## src/rtl/mux_sel_rr_arbiter_if.sv

```systemverilog
// Bundle between four requesting sources and the round-robin arbiter that
// steers a 4:1 mux.
//   req   : request vector, bit i is source i
//   gnt   : one-hot grant, zero when idle
//   s1/s0 : mux select, {s1,s0} is the granted index
//   valid : mux output is meaningful
//   done  : one-cycle pulse after a grant ends
// The slave modport is the arbiter's view. The master modport is the
// requester's view.
interface mux_sel_rr_arbiter_if;
  logic [3:0] req;
  logic [3:0] gnt;
  logic       s1;
  logic       s0;
  logic       valid;
  logic       done;

  modport master (output req, input gnt, s1, s0, valid, done);
  modport slave  (input req, output gnt, s1, s0, valid, done);
endinterface

```

## src/rtl/mux_sel_rr_arbiter.sv

```systemverilog
// Round-robin arbiter that drives the select lines of a 4:1 mux.
// A grant is held until one of two things happens:
//   - the owner drops its request, or
//   - BURST_LEN cycles have elapsed.
// When a grant ends, the next winner is granted on the same edge, so there
// is no bubble.
// Ports:
//   clk   : rising-edge clock
//   rst_n : asynchronous active-low reset
//   bus   : slave modport carrying req / gnt / s1 / s0 / valid / done
module mux_sel_rr_arbiter #(
  parameter int BURST_LEN = 4,
  parameter int CNT_W     = 3
) (
  input  logic                  clk,
  input  logic                  rst_n,
  mux_sel_rr_arbiter_if.slave   bus
);

  typedef enum logic {IDLE, GRANT} state_e;

  localparam logic [CNT_W-1:0] CNT_MAX = CNT_W'(BURST_LEN - 1);

  state_e           state_q, state_d;
  logic [1:0]       cur_q, cur_d;
  logic [1:0]       last_q, last_d;
  logic [CNT_W-1:0] cnt_q, cnt_d;
  logic [3:0]       gnt_q, gnt_d;
  logic [1:0]       sel_q, sel_d;
  logic             valid_q, valid_d;
  logic             done_q, done_d;

  logic             grant_end;
  logic [1:0]       win_idle, win_end;

  // The search starts at lst+1 and ends at lst itself.
  // Iterating from the lowest priority upward lets the highest-priority
  // hit overwrite the earlier ones.
  function automatic logic [1:0] arb(input logic [1:0] lst, input logic [3:0] r);
    logic [1:0] idx;
    arb = lst;
    for (int k = 4; k >= 1; k--) begin
      idx = lst + 2'(k);
      if (r[idx]) arb = idx;
    end
  endfunction

  assign win_idle  = arb(last_q, bus.req);
  assign win_end   = arb(cur_q, bus.req);
  assign grant_end = !bus.req[cur_q] || (cnt_q == CNT_MAX);

  always_ff @(posedge clk or negedge rst_n) begin
    if (!rst_n) begin
      state_q <= IDLE;
      cur_q   <= 2'd0;
      last_q  <= 2'd3;
      cnt_q   <= '0;
      gnt_q   <= 4'b0000;
      sel_q   <= 2'd0;
      valid_q <= 1'b0;
      done_q  <= 1'b0;
    end else begin
      state_q <= state_d;
      cur_q   <= cur_d;
      last_q  <= last_d;
      cnt_q   <= cnt_d;
      gnt_q   <= gnt_d;
      sel_q   <= sel_d;
      valid_q <= valid_d;
      done_q  <= done_d;
    end
  end

  always_comb begin
    state_d = state_q;
    cur_d   = cur_q;
    last_d  = last_q;
    cnt_d   = cnt_q;
    gnt_d   = gnt_q;
    sel_d   = sel_q;
    valid_d = valid_q;
    done_d  = 1'b0;
    unique case (state_q)
      IDLE: begin
        if (bus.req != 4'b0000) begin
          state_d = GRANT;
          cur_d   = win_idle;
          gnt_d   = 4'b0001 << win_idle;
          sel_d   = win_idle;
          valid_d = 1'b1;
          cnt_d   = '0;
        end else begin
          gnt_d   = 4'b0000;
          valid_d = 1'b0;
        end
      end
      GRANT: begin
        if (!grant_end) begin
          cnt_d = cnt_q + CNT_W'(1);
        end else begin
          last_d = cur_q;
          done_d = 1'b1;
          // The owner may re-raise in the same cycle its grant ends.
          // The rotation from cur still applies in that case.
          if (bus.req != 4'b0000) begin
            cur_d   = win_end;
            gnt_d   = 4'b0001 << win_end;
            sel_d   = win_end;
            valid_d = 1'b1;
            cnt_d   = '0;
          end else begin
            // The select lines keep the last index so the mux output
            // stays stable while idle.
            state_d = IDLE;
            gnt_d   = 4'b0000;
            valid_d = 1'b0;
            cnt_d   = '0;
          end
        end
      end
      default: state_d = IDLE;
    endcase
  end

  assign bus.gnt   = gnt_q;
  assign bus.s1    = sel_q[1];
  assign bus.s0    = sel_q[0];
  assign bus.valid = valid_q;
  assign bus.done  = done_q;

endmodule

```

## src/flat_wrapper.sv

```systemverilog
// flat-port wrapper written by rule: the top's interface ports become plain ports
module mux_sel_rr_arbiter_flat 
#(
  parameter int BURST_LEN = 4,
  parameter int CNT_W     = 3
)
  (clk, rst_n, bus_req, bus_gnt, bus_s1, bus_s0, bus_valid, bus_done);
  mux_sel_rr_arbiter_if bus_i ();
  input  logic clk;
  input  logic rst_n;
  input wire logic [$bits(bus_i.req)-1:0] bus_req;
  output wire logic [$bits(bus_i.gnt)-1:0] bus_gnt;
  output wire logic [$bits(bus_i.s1)-1:0] bus_s1;
  output wire logic [$bits(bus_i.s0)-1:0] bus_s0;
  output wire logic [$bits(bus_i.valid)-1:0] bus_valid;
  output wire logic [$bits(bus_i.done)-1:0] bus_done;
  assign bus_i.req = bus_req;
  assign bus_gnt = bus_i.gnt;
  assign bus_s1 = bus_i.s1;
  assign bus_s0 = bus_i.s0;
  assign bus_valid = bus_i.valid;
  assign bus_done = bus_i.done;
  mux_sel_rr_arbiter #(.BURST_LEN(BURST_LEN), .CNT_W(CNT_W)) u_core (.clk(clk), .rst_n(rst_n), .bus(bus_i));
endmodule
```

## config.mk

```make
export PLATFORM = sky130hd
export DESIGN_NAME = mux_sel_rr_arbiter_flat
export DESIGN_NICKNAME = d
export VERILOG_FILES = /design/src/rtl/mux_sel_rr_arbiter_if.sv /design/src/rtl/mux_sel_rr_arbiter.sv /design/src/flat_wrapper.sv
export SDC_FILE = /design/constraint.sdc
export NUM_CORES = 1
export LEC_CHECK = 0
export ABC_AREA = 1
export BUFFER_PORTS_ARGS = -buffer_cell sky130_fd_sc_hd__buf_4
export CORE_MARGIN = 2
export CORE_UTILIZATION = 56
export CTS_CLUSTER_DIAMETER = 50
export DETAILED_ROUTE_END_ITERATION = 10
export PLACE_DENSITY = 0.8
export SYNTH_ARGS = -nofsm -noshare
export SYNTH_HDL_FRONTEND = slang
export SYNTH_SLANG_ARGS = --single-unit
```

## constraint.sdc

```tcl
create_clock -name clk -period 1.6 [get_ports clk]
set_input_delay 0.16 -clock clk [delete_from_list [all_inputs] [get_ports clk]]
set_output_delay 0.16 -clock clk [all_outputs]
set_load 0.005 [all_outputs]
```

==> results.cfg <==
[synthesis]
synth_fp_nets = 173
synthXorXnorAreaFrac_pct = 0
synth-main-ff-cell = dfrtp_1
yosys.area.top_type_share_pct = 27.6
yosys.area_share.adder_pct = 2.30
yosysMostFrequentCell = nand2_1
synth_seq_area_share_pct = 32.4
synth_compound_area_share_pct = 5.97
synth_edf_count = 0
synth_cells = 165
synth_seq_cells = 14
ys.warnings.count = 0
synth_top_family_by_area = simple AND/OR/NAND/NOR gates
ys_types = 26
synth_simple_gate_area_share_pct = 48.7
synth.largest_area_cell = dfrtp_1
avgSynthCellArea_um2 = 6.60
synthMuxAreaShare_pct = 0
syn_area_um2 = 1090
async_flop_share_pct = 100
synth_area_leaders = dfrtp_1 (28%), nand2_1 (28%), nand2_2 (5.7%)
synthTopCellsByCount = nand2_1 (80), inv_1 (14), dfrtp_1 (12)

[route]
wl_mm = 2.66
dr.pass1.iters = 4
drc = 0
num_vias = 1143
vias_per_cell = 5.39
drtIter0Drc = 36
routedWlPerCell_um = 12.6
ant_nets = 0

[clock_network]
cts_sinks = 14
cts_buffer_depth = 2
clk_pin_slew_ps = 80
clock_latency_ps = 290
cts_tree = done
cts_made_buffers = 3
clockRootBuffer = clkbuf_4
h-tree-depth = 1

[power_and_ir_drop]
power_w = 0.00324
p_leak_nw = 0.768
ir_drop_v = 0.00136
power.density_nw_per_um2 = 2320

[placement]
post_dp_cell_area_um2 = 1210
port_buffers = 13
gp_congestion = 0.878
post-dp-hpwl_mm = 1.79

[floorplan]
boundaryPins = 14
die_w_um = 48.1
initial_core_util_pct = 61.1
die_area_um2 = 2320
dieHeight_um = 48.1
placementRows = 15
core_area_um2 = 1780

[sta]
rsz0062_at_grt = yes
fin_worst_skew_ps = 0.737
hold_viol = 0
slew_headroom_pct = 65.9
slew_viol_final = 0
setup-tns-final_ps = -552
fin_crit_ps = 1720
timing.final.crit_share_pct = 108
hold_ws_ps = 138
fmax_ghz = 0.580
finalSetupViolations = 6
fin_ws_ps = -124
worstMarginPinSlew_ps = 508

[cells_and_area]
drive_gt1_share_pct = 38.5
n_antenna_cell = 0
fillCellCount = 136
syn_to_final_growth_pct = 28.4
design_area_um2 = 1400
post-route-util_pct = 78.5
nets = 196

[worst_setup_path]
arrival_ps = 1890
crit_path_max_fanout = 8
crit_type = register to register
cp-start-kind = register
cp_data_required_time_ps = 1770
cp-end-kind = register

[global_routing]
grt_antenna_before_repair = 0
track_usage_pct = 24.5
grt_max_degree = 15
grt_pass1_vias = 972
overflow = 0
grt_pass1_wl_mm = 3.99

[status]
violations = negative setup slack
status = complete, but fails checks

[run]
cap_violations = 0

[hold_path]
hold_class = input pin to register
power by group:
| group | total [W] | internal, W | switching [W] |
|---|---|---|---|
| sequential | 0.000681 | 0.000523 | 0.000158 |
| combinational | 0.00235 | 0.000925 | 0.00142 |
| clock | 0.000213 | 0.0000971 | 0.000116 |
| total | 0.00324 | 0.00154 | 0.00170 |
cells in the final DEF, fill, tap and decap left out:
| cell | instances |
|---|---|
| nor2_8 | 1 |
| nand4_1 | 4 |
| o21ai_4 | 1 |
| inv_2 | 9 |
| nand2_1 | 63 |
| nand3_4 | 1 |
| nand2_2 | 17 |
| dfstp_2 | 2 |
| a21o_2 | 1 |
| ha_1 | 2 |
| dlygate4sd3_1 | 1 |
| inv_1 | 10 |
| clkinv_4 | 1 |
| nand3_1 | 9 |
| nand3_2 | 3 |
| inv_4 | 1 |
| nor2_4 | 1 |
| clkinv_1 | 1 |
| o21ai_0 | 3 |
| dfrtp_1 | 12 |
| clkbuf_4 | 3 |
| nor4_4 | 1 |
| a32o_1 | 1 |
| o21ai_1 | 1 |
| o22ai_1 | 2 |
| nand2_4 | 10 |
| clkbuf_1 | 1 |
| nor2_1 | 4 |
| a21oi_1 | 1 |
| buf_4 | 20 |
worst max-delay path, stage by stage, from the launching register on:
cell and delay, ps:
dfstp_2 630, clkinv_4 130, nand2_2 90, nand2_2 60, nand2_2 80, nand3_1 90
nand2_2 100, nand2_4 80, buf_4 140, nor2_1 100, o22ai_1 100
per-layer routing:
layer  GRT usage (%)  up-vias  share of wire (%)
met4            9.73        0                1.8
met1            30.3      543                 40
met3            2.96        7                4.2
li1                -      558                  -
met2            43.5       35                 54
met5               0        -                  0
cell type report:
cell class / count / area [µm²] / area share [%]
inverter: 22 / 90.1 / 6.44
timing repair buffer: 21 / 160 / 11.4
tap: 25 / 31.3 / 2.24
clock buffer: 4 / 26.3 / 1.88
multi-input combinational: 126 / 738 / 52.8
sequential: 14 / 353 / 25.2
per-stage QoR:
step,setup WS [ps],cells
after CTS,0.370,210
after floorplan,119,165
after detailed placement,-52.9,202
final,-124,212
after global routing,-249,212
after global placement,-28.4,202
registers in the layout, summed over array words and instances (netlist names):
signal / flops
u_core.last_q: 2
u_core.state_q: 1
u_core.cnt_q: 3
u_core.bus.valid: 1
u_core.cur_q: 2
u_core.bus.done: 1
u_core.bus.gnt: 4
timing repair:
| action | CTS | global route |
|---|---|---|
| buffers inserted | 3 | 2 |
| hold endpoints to repair | 14 | 0 |
| gates resized for setup | 9 | 27 |
| endpoints found under the setup margin | 3 | 6 |
| pin swaps | 6 | 18 |
| hold buffers | 1 | 0 |
logic make-up (layout without fill, tap and decap cells):
logic type,count (synthesis),count (layout)
AO/OA/AOI/OAI,10,10
adder cells (fa/ha/maj),2,2
buffers and inverters,25,47
flip-flops,14,14
AND/OR/NAND/NOR,114,114
worst paths after layout:
path / slack [ps] / to / startpoint / cells after the start
max in group asynchronous: 1110 / u_core.last_q[1] / rst_n / 2
max: -120 / u_core.cur_q[1] / u_core.last_q[0] / 10
max reg2reg: -120 / u_core.cur_q[1] / u_core.last_q[0] / 10
min: 140 / u_core.state_q / bus_req[2] / 3
min reg2reg: 480 / u_core.bus.gnt[1] / u_core.bus.gnt[1] / 2
min in group asynchronous: 250 / u_core.cnt_q[2] / rst_n / 2
(Power assumes the default switching activity.)
